**config.mk**
```make
export PLATFORM = sky130hd
export DESIGN_NAME = cpu_ext_trace_pll_ctrl_flat
export DESIGN_NICKNAME = d
export VERILOG_FILES = /design/src/rtl/cpu_ext_trace_pll_ctrl_if.sv /design/src/rtl/cpu_ext_trace_pll_ctrl.sv /design/src/flat_wrapper.sv
export SDC_FILE = /design/constraint.sdc
export NUM_CORES = 1
export LEC_CHECK = 0
export CAP_MARGIN = 20
export CORE_MARGIN = 8
export CORE_UTILIZATION = 40
export CTS_CLUSTER_SIZE = 24
export DETAILED_ROUTE_END_ITERATION = 16
export REMOVE_ABC_BUFFERS = 1
export SLEW_MARGIN = 20
export SYNTH_ARGS = -nofsm -noshare
export SYNTH_HDL_FRONTEND = slang
export SYNTH_SLANG_ARGS = --single-unit
export TNS_END_PERCENT = 5
```
**constraint.sdc**
```tcl
create_clock -name clk -period 1.8 [get_ports clk]
set_input_delay 0.18 -clock clk [delete_from_list [all_inputs] [get_ports clk]]
set_output_delay 0.18 -clock clk [all_outputs]
set_load 0.005 [all_outputs]
```
**src/rtl/cpu_ext_trace_pll_ctrl_if.sv**
```systemverilog
// Signal bundle between the CPU-side trace control and the trace PLL lock sequencer.
// The master drives the PLL/trace requests; the slave (the sequencer) drives status.
interface cpu_ext_trace_pll_ctrl_if #(
  parameter int CNT_W = 8
);
  logic             pll_locked;
  logic             relock_req;
  logic             trace_req;
  logic             pll_areset;
  logic             trace_clk_en;
  logic             trace_reset;
  logic             ready;
  logic             fail;
  logic [3:0]       retry_cnt;
  logic [CNT_W-1:0] unlock_cnt;
  logic [1:0]       state;

  modport master (
    output pll_locked, relock_req, trace_req,
    input  pll_areset, trace_clk_en, trace_reset, ready, fail, retry_cnt, unlock_cnt, state
  );

  modport slave (
    input  pll_locked, relock_req, trace_req,
    output pll_areset, trace_clk_en, trace_reset, ready, fail, retry_cnt, unlock_cnt, state
  );
endinterface

```
**src/rtl/cpu_ext_trace_pll_ctrl.sv**
```systemverilog
// Trace 2x PLL reset sequencer and lock monitor: pulses the PLL reset, qualifies a
// synchronized lock, retries on timeout, and gates the trace domain once locked.
//   state     | meaning
//   ST_RESET  | pll_areset held high for RESET_CYCLES edges
//   ST_WAIT   | waiting for LOCK_STABLE_CYCLES consecutive lock_s, bounded by timeout
//   ST_RUN    | locked; trace domain out of reset, clock enable follows trace_req
//   ST_FAIL   | retry budget exhausted; idle until relock_req
module cpu_ext_trace_pll_ctrl #(
  parameter int RESET_CYCLES        = 8,
  parameter int LOCK_STABLE_CYCLES  = 16,
  parameter int LOCK_TIMEOUT_CYCLES = 1024,
  parameter int MAX_RETRIES         = 3,
  parameter int CNT_W               = 8
) (
  input logic                     clk,
  input logic                     reset,
  cpu_ext_trace_pll_ctrl_if.slave ctrl_if
);
  localparam int RW = $clog2(RESET_CYCLES + 1);
  localparam int SW = $clog2(LOCK_STABLE_CYCLES + 1);
  localparam int TW = $clog2(LOCK_TIMEOUT_CYCLES + 1);

  typedef enum logic [1:0] {
    ST_RESET = 2'd0,
    ST_WAIT  = 2'd1,
    ST_RUN   = 2'd2,
    ST_FAIL  = 2'd3
  } state_t;

  state_t           state_q, state_d;
  logic [RW-1:0]    rst_cnt_q, rst_cnt_d;
  logic [SW-1:0]    stable_q, stable_d;
  logic [TW-1:0]    tmo_q, tmo_d;
  logic [3:0]       retry_q, retry_d;
  logic [CNT_W-1:0] unlock_q, unlock_d;
  logic             sync1_q, lock_s_q;
  logic             pll_areset_q, pll_areset_d;
  logic             trace_reset_q, trace_reset_d;
  logic             trace_clk_en_q, trace_clk_en_d;
  logic             ready_q, ready_d;
  logic             fail_q, fail_d;

  always_ff @(posedge clk or posedge reset) begin
    if (reset) begin
      state_q        <= ST_RESET;
      rst_cnt_q      <= '0;
      stable_q       <= '0;
      tmo_q          <= '0;
      retry_q        <= '0;
      unlock_q       <= '0;
      sync1_q        <= 1'b0;
      lock_s_q       <= 1'b0;
      pll_areset_q   <= 1'b1;
      trace_reset_q  <= 1'b1;
      trace_clk_en_q <= 1'b0;
      ready_q        <= 1'b0;
      fail_q         <= 1'b0;
    end else begin
      state_q        <= state_d;
      rst_cnt_q      <= rst_cnt_d;
      stable_q       <= stable_d;
      tmo_q          <= tmo_d;
      retry_q        <= retry_d;
      unlock_q       <= unlock_d;
      sync1_q        <= ctrl_if.pll_locked;
      lock_s_q       <= sync1_q;
      pll_areset_q   <= pll_areset_d;
      trace_reset_q  <= trace_reset_d;
      trace_clk_en_q <= trace_clk_en_d;
      ready_q        <= ready_d;
      fail_q         <= fail_d;
    end
  end

  always_comb begin
    state_d   = state_q;
    rst_cnt_d = rst_cnt_q;
    stable_d  = stable_q;
    tmo_d     = tmo_q;
    retry_d   = retry_q;
    unlock_d  = unlock_q;
    case (state_q)
      ST_RESET: begin
        rst_cnt_d = rst_cnt_q + RW'(1);
        if (rst_cnt_q == RW'(RESET_CYCLES - 1)) begin
          state_d  = ST_WAIT;
          stable_d = '0;
          tmo_d    = '0;
        end
      end
      ST_WAIT: begin
        tmo_d    = tmo_q + TW'(1);
        stable_d = lock_s_q ? stable_q + SW'(1) : '0;
        // Success beats timeout, and both beat a relock request on the same edge.
        if (lock_s_q && (stable_q == SW'(LOCK_STABLE_CYCLES - 1))) begin
          state_d = ST_RUN;
          retry_d = '0;
        end else if (tmo_q == TW'(LOCK_TIMEOUT_CYCLES - 1)) begin
          if (retry_q < 4'(MAX_RETRIES)) begin
            retry_d = retry_q + 4'd1;
            state_d = ST_RESET;
          end else begin
            state_d = ST_FAIL;
          end
        end else if (ctrl_if.relock_req) begin
          state_d = ST_RESET;
        end
      end
      ST_RUN: begin
        if (!lock_s_q) begin
          if (unlock_q != '1) unlock_d = unlock_q + CNT_W'(1);
          state_d = ST_RESET;
        end else if (ctrl_if.relock_req) begin
          state_d = ST_RESET;
        end
      end
      default: begin
        if (ctrl_if.relock_req) begin
          state_d = ST_RESET;
          retry_d = '0;
        end
      end
    endcase
    if ((state_d == ST_RESET) && (state_q != ST_RESET)) rst_cnt_d = '0;

    // Outputs are registered from the next state so they change with state_q.
    pll_areset_d   = (state_d == ST_RESET);
    ready_d        = (state_d == ST_RUN);
    fail_d         = (state_d == ST_FAIL);
    trace_reset_d  = (state_d != ST_RUN);
    trace_clk_en_d = (state_d == ST_RUN) && ctrl_if.trace_req;
  end

  assign ctrl_if.state        = state_q;
  assign ctrl_if.pll_areset   = pll_areset_q;
  assign ctrl_if.trace_reset  = trace_reset_q;
  assign ctrl_if.trace_clk_en = trace_clk_en_q;
  assign ctrl_if.ready        = ready_q;
  assign ctrl_if.fail         = fail_q;
  assign ctrl_if.retry_cnt    = retry_q;
  assign ctrl_if.unlock_cnt   = unlock_q;
endmodule

```
**src/flat_wrapper.sv**
```systemverilog
// flat-port wrapper written by rule: the top's interface ports become plain ports
module cpu_ext_trace_pll_ctrl_flat 
#(
  parameter int RESET_CYCLES        = 8,
  parameter int LOCK_STABLE_CYCLES  = 16,
  parameter int LOCK_TIMEOUT_CYCLES = 1024,
  parameter int MAX_RETRIES         = 3,
  parameter int CNT_W               = 8
)
  (clk, reset, ctrl_if_pll_locked, ctrl_if_relock_req, ctrl_if_trace_req, ctrl_if_pll_areset, ctrl_if_trace_clk_en, ctrl_if_trace_reset, ctrl_if_ready, ctrl_if_fail, ctrl_if_retry_cnt, ctrl_if_unlock_cnt, ctrl_if_state);
  cpu_ext_trace_pll_ctrl_if #(.CNT_W(CNT_W)) ctrl_if_i ();
  input logic clk;
  input logic reset;
  input wire logic [$bits(ctrl_if_i.pll_locked)-1:0] ctrl_if_pll_locked;
  input wire logic [$bits(ctrl_if_i.relock_req)-1:0] ctrl_if_relock_req;
  input wire logic [$bits(ctrl_if_i.trace_req)-1:0] ctrl_if_trace_req;
  output wire logic [$bits(ctrl_if_i.pll_areset)-1:0] ctrl_if_pll_areset;
  output wire logic [$bits(ctrl_if_i.trace_clk_en)-1:0] ctrl_if_trace_clk_en;
  output wire logic [$bits(ctrl_if_i.trace_reset)-1:0] ctrl_if_trace_reset;
  output wire logic [$bits(ctrl_if_i.ready)-1:0] ctrl_if_ready;
  output wire logic [$bits(ctrl_if_i.fail)-1:0] ctrl_if_fail;
  output wire logic [$bits(ctrl_if_i.retry_cnt)-1:0] ctrl_if_retry_cnt;
  output wire logic [$bits(ctrl_if_i.unlock_cnt)-1:0] ctrl_if_unlock_cnt;
  output wire logic [$bits(ctrl_if_i.state)-1:0] ctrl_if_state;
  assign ctrl_if_i.pll_locked = ctrl_if_pll_locked;
  assign ctrl_if_i.relock_req = ctrl_if_relock_req;
  assign ctrl_if_i.trace_req = ctrl_if_trace_req;
  assign ctrl_if_pll_areset = ctrl_if_i.pll_areset;
  assign ctrl_if_trace_clk_en = ctrl_if_i.trace_clk_en;
  assign ctrl_if_trace_reset = ctrl_if_i.trace_reset;
  assign ctrl_if_ready = ctrl_if_i.ready;
  assign ctrl_if_fail = ctrl_if_i.fail;
  assign ctrl_if_retry_cnt = ctrl_if_i.retry_cnt;
  assign ctrl_if_unlock_cnt = ctrl_if_i.unlock_cnt;
  assign ctrl_if_state = ctrl_if_i.state;
  cpu_ext_trace_pll_ctrl #(.RESET_CYCLES(RESET_CYCLES), .LOCK_STABLE_CYCLES(LOCK_STABLE_CYCLES), .LOCK_TIMEOUT_CYCLES(LOCK_TIMEOUT_CYCLES), .MAX_RETRIES(MAX_RETRIES), .CNT_W(CNT_W)) u_core (.clk(clk), .reset(reset), .ctrl_if(ctrl_if_i));
endmodule
```
=== Word-level counts from Yosys, hierarchy flattened ===
Index checks and enable logic that the tools add are counted.
W data, S select, Z words.

* Register bits after elaboration: 41
* Input port bits: 5
* Logic and storage cells: 65

* Add/subtract/negate cells: 5
* Order comparisons: 1
* Eq/ne operators: 12
* Multiplexer cells: 19
* Bitwise logic cells: 2
* Reductions and logical operators: 13

{| class="wikitable"
|+ Operators with widths
! operator !! count
|-
| $mux W4 || 6
|-
| $pmux W11 S2 || 1
|-
| $mux W2 || 6
|-
| $add A11 B1 Y11 const B || 1
|-
| $eq A11 B10 Y1 const B || 1
|-
| $mux W11 || 1
|-
| $mux W5 || 2
|-
| $pmux W5 S2 || 1
|-
| $add A4 B1 Y4 const B || 2
|-
| $add A8 B1 Y8 const B || 1
|-
| $ne A8 B8 Y1 const B || 1
|-
| $pmux W4 S2 || 1
|-
| $reduce_bool A2 Y1 || 4
|-
| $eq A2 B2 Y1 const B || 3
|-
| $ne A3 B1 Y1 const B || 2
|-
| $pmux W2 S3 || 1
|-
| $add A5 B1 Y5 const B || 1
|-
| $eq A5 B4 Y1 const B || 1
|-
| $eq A4 B3 Y1 const B || 1
|-
| $logic_not A2 Y1 || 2
|-
| $lt A4 B2 Y1 const B || 1
|-
| $reduce_and A4 Y1 || 1
|-
| $logic_and A1 B1 Y1 || 3
|-
| $reduce_and A3 Y1 || 1
|-
| 6 further kinds || 7
|}

=== Depth between registers and ports, before layout ===
* Word-level depth: 8
* Mapped depth: 8

=== Least setup slack after synthesis ===
Ideal clock, no wire load.

* Path type: register -> register
* Start point: register u_core.retry_q[0], in the netlist u_core.ctrl_if.retry_cnt[0]
* End point: register u_core.fail_q, in the netlist u_core.ctrl_if.fail
* Setup time: 0.119 ns
* Data arrival time: 1.854 ns
* Slack: -0.173 ns
* Stages on the path, launching flop included: 7
* Buffers on the path: 0
* Clock period less this slack: 1.973 ns
* Path through: dfrtp_1 -> ha_1 -> or4_4 -> or4_4 -> a31oi_2 -> inv_2 -> and2_1

* Longest elaborated chain between the ends: 6

{| class="wikitable"
|+ RTL lines
! item !! RTL line !! text
|-
| from (decl) || cpu_ext_trace_pll_ctrl.sv:34 || <nowiki>logic [3:0] retry_q, retry_d;</nowiki>
|-
| from (signal assigned) || cpu_ext_trace_pll_ctrl.sv:63 || <nowiki>retry_q <= retry_d;</nowiki>
|-
| $lt A4 B2 Y1 || cpu_ext_trace_pll_ctrl.sv:99 || <nowiki>if (retry_q < 4'(MAX_RETRIES)) begin</nowiki>
|-
| $mux W2 || cpu_ext_trace_pll_ctrl.sv:99 ||
|-
| $mux W2 || cpu_ext_trace_pll_ctrl.sv:98 || <nowiki>end else if (tmo_q == TW'(LOCK_TIMEOUT_CYCLES - 1)) begin</nowiki>
|-
| $mux W2 || cpu_ext_trace_pll_ctrl.sv:95 || <nowiki>if (lock_s_q && (stable_q == SW'(LOCK_STABLE_CYCLES - 1))) begin</nowiki>
|-
| $pmux W2 S3 || cpu_ext_trace_pll_ctrl.sv:82 || <nowiki>case (state_q)</nowiki>
|-
| named net u_core.state_d[0] || cpu_ext_trace_pll_ctrl.sv:30 || <nowiki>state_t state_q, state_d;</nowiki>
|-
| $eq A2 B2 Y1 || cpu_ext_trace_pll_ctrl.sv:129 || <nowiki>fail_d = (state_d == ST_FAIL);</nowiki>
|-
| named net u_core.fail_d || cpu_ext_trace_pll_ctrl.sv:41 || <nowiki>logic fail_q, fail_d;</nowiki>
|-
| to (signal assigned) || cpu_ext_trace_pll_ctrl.sv:71 || <nowiki>fail_q <= fail_d;</nowiki>
|-
| to (decl) || cpu_ext_trace_pll_ctrl.sv:41 ||
|}

The timed path passes the listed nets, and every way through them passes these cells.
A chain may end at the register's enable or synchronous reset.

=== Worst setup path in the final report ===
Ends and elaborated chain as after synthesis.

==> results.yml <==
finish:
  drive_above_1_share: 0.2607
  fillCellCount: 418
  fin_area_sq_um: 2546
  insertedDiodeCount: 0
  mostFrequentLayoutCell: "dfrtp_1"
  nNetsFinal: 244
  final_cell_mix: "39 x dfrtp_1, 30 x buf_4, 23 x clkdlybuf4s50_1"
  area_growth_pct: 34.50
sta:
  finClkSkew_ps: 5.695
  slew_headroom: 0.6384
  grt_setup_unrepaired: "true"
  layout_setup_ws_ps: -114.5
  drv_slew: 0
  setup_violations: 6
  tightest_slew_ps: 535.3
  clock.fmax_mhz: 522.3
  hold_viol: 0
  finalCriticalPeriod_ps: 1915
  min_period_over_period: 1.064
yosys:
  synth_largest_area_cell: "dfrtp_1"
  syn_inst: 177
  ys_top_cells_by_area: "dfrtp_1 52%, xnor2_1 4.2%, ha_1 4.0%"
  synth_top_area_frac: 0.5155
  synth_flop_cell: "dfrtp_1"
  synth.mux.area_fraction: 0.005948
  synthAdderAreaFrac: 0.03966
  synthSimpleGateAreaFrac: 0.2108
  async_reset_ff_frac: 1.000
  synth_top_family_by_area: "simple AND/OR/NAND/NOR gates"
  synth_area_per_cell_sq_um: 10.70
  yosys_warnings: 0
  synth_compound_gate_area_share: 0.1018
  synth_xor_area_frac: 0.07865
  synth_cell_type_count: 39
  ys_ff_latch: 41
  yosysSeqAreaShare: 0.5433
  synthesis.area_sq_um: 1893
  synth_edf_count: 0
place:
  placed_cell_area_sq_um: 2401
  io_buffers: 23
  place_ws_ps: -212.0
  dp_hpwl_mm: 3.307
  globalplace.congestion: 0.8847
floorplan:
  row_count: 25
  die_x_um: 84.80
  dieArea_sq_um: 7190
  die_h_um: 84.80
  core_region_area_sq_um: 4629
  io_pins: 24
  start_util: 0.4089
clock_network:
  htreeDepth: 2
  cts_made_buffers: 5
  cts.sinks: 41
  root_buffer: "clkbuf_8"
  clk_latency_ps: 280
  post_cts_buffers: 0
  cts.clk_slew.worst_paths_ps: 80
  cts_tree: "built"
  clock_tree.buffer_depth: 2
  ctsHoldBuffers: 0
critical_path:
  cpMostUsedCell: "or4_4"
  path_cells: "ha_2, or4_4, or4_4, a31oi_4, inv_2, and2_4"
  max_stage_delay_ps: 450
  worst-path-buf-inv: 1
  cpLargestDelayFamily: "simple AND/OR/NAND/NOR gates"
  critPathCaptureType: "flip-flop"
  crit_arrival_ps: 2090
  critical_path.max_fanout: 3
  cp_slowest_cell: "or4_4"
  crit_type: "flip-flop to flip-flop"
  cp.required_ps: 1980
  r2r_start: "u_core.ctrl_if.retry_cnt[0]"
  startpoint: "u_core.ctrl_if.retry_cnt[0]"
  cp-start-kind: "flip-flop"
global_routing:
  grt.overflow.total: 0
  antenna_found_initial: 0
  grt_usage: 0.1314
  grt_pass1_vias: 1578
  grt_max_degree: 42
  grt_pass1_wl_mm: 7.500
power_and_ir_drop:
  powerDensity_nw_per_um2: 1006
  power_mw: 2.563
  p_leak_nw: 1.163
  ir_drop_v: 0.0004548
routing:
  drt_first_pass_iters: 4
  drc: 0
  drt_iter0_drc: 57
  vias_per_cell: 5.253
  vias: 1513
  wirelength_mm: 4.332
  postRouteAntennaNets: 0
  wl_per_cell_um: 15.04
job:
  maxCapViolations: 0
outcome:
  violations: "negative setup slack"
  status: "complete, but fails checks"
hold_path:
  hold_class: "input port to asynchronous set/reset pin"
[path summary, 6_finish.rpt]
path | endpoint | slack [ps] | cells after the start
worst max register to register | u_core.ctrl_if.fail | -110 | 6
max in group asynchronous | u_core.ctrl_if.pll_areset | 1110 | 3
worst min register to register | u_core.lock_s_q | 350 | 0
min in group clk | u_core.sync1_q | 340 | 1
worst min-delay path | u_core.ctrl_if.unlock_cnt[1] | 320 | 3
worst max-delay path | u_core.ctrl_if.fail | -110 | 6
[power breakdown]
group / internal, mW / leakage (nW) / switching (mW)
registers: 1.06 / 0.548 / 0.0827
clock network: 0.272 / 0.0422 / 0.290
logic: 0.421 / 0.572 / 0.441
[registers in the layout (all words and copies together), names as in the netlist]
register / flops
u_core.sync1_q: 1
u_core.ctrl_if.trace_clk_en: 1
u_core.ctrl_if.ready: 1
u_core.rst_cnt_q: 4
u_core.lock_s_q: 1
u_core.ctrl_if.trace_reset: 1
u_core.ctrl_if.retry_cnt: 4
u_core.tmo_q: 11
u_core.ctrl_if.fail: 1
u_core.ctrl_if.state: 2
u_core.stable_q: 5
u_core.ctrl_if.pll_areset: 1
u_core.ctrl_if.unlock_cnt: 8
[logic make-up (layout without fill, tap and decap cells)]
kind of cell,count (synthesis),after routing
and+or+nand+nor,75,75
AOI/OAI and AO/OA,27,27
muxes,1,1
DFF,41,41
buffers and inverters,10,67
adders and majority gates,6,6
xor gates and xnor gates,17,17
[cell type report]
cell class	instances	area [sq um]	area share
well taps	54	67.56	0.02654
multi-input cells	126	890.9	0.3499
flip-flops and latches	41	1028	0.4039
clock inverters	1	5.005	0.001966
repair buffers	53	455.4	0.1789
inverters	6	22.52	0.008845
clock buffers	7	76.32	0.02998
[Yosys cell counts (all sizes together) (2+ instances only)]
cell type / number
dfrtp: 39
nand2: 20
nor2: 12
o21ai: 12
xnor2: 9
xor2: 8
nand3: 7
and3: 6
ha: 6
inv: 6
nand4: 5
nor2b: 5
clkbuf: 4
nor3: 4
o22ai: 3
or3: 3
a21oi: 2
a32o: 2
and2: 2
dfstp: 2
nand2b: 2
nor4: 2
or2: 2
or4: 2
[routing by layer]
layer,vias to the layer above,GRT usage,wire [um]
met4,0,0.04854,38
li1,737,-,-
met2,24,0.2269,2205
met1,748,0.1514,1948
met3,4,0.03512,139
met5,-,0,0
[worst reg2reg max path, delay by kind of cell, from the launching register on]
kind                       cells  cell delay [ps]
AOI/OAI and AO/OA              1              170
adders and majority gates      1              190
buffers and inverters          1               50
DFF                            1              390
and+or+nand+nor                3             1010
[stage by stage]
step	hold WS, ps	cells	util	TNS [ps]
after global placement	337.7	280	0.5186	-1120
after floorplan	211.4	173	-	-781.0
after CTS	325.7	288	0.5422	-339.9
after global routing	317.5	288	0.5500	-996.2
after detailed placement	334.7	280	0.5186	-1618
final	324.1	288	0.5500	-308.8
[repair_timing]
action                     CTS  global route
setup endpoints to repair   12            17
pin swaps                    6             3
resized for setup            9             8
Note: power is estimated with default switching activity, not from simulation.
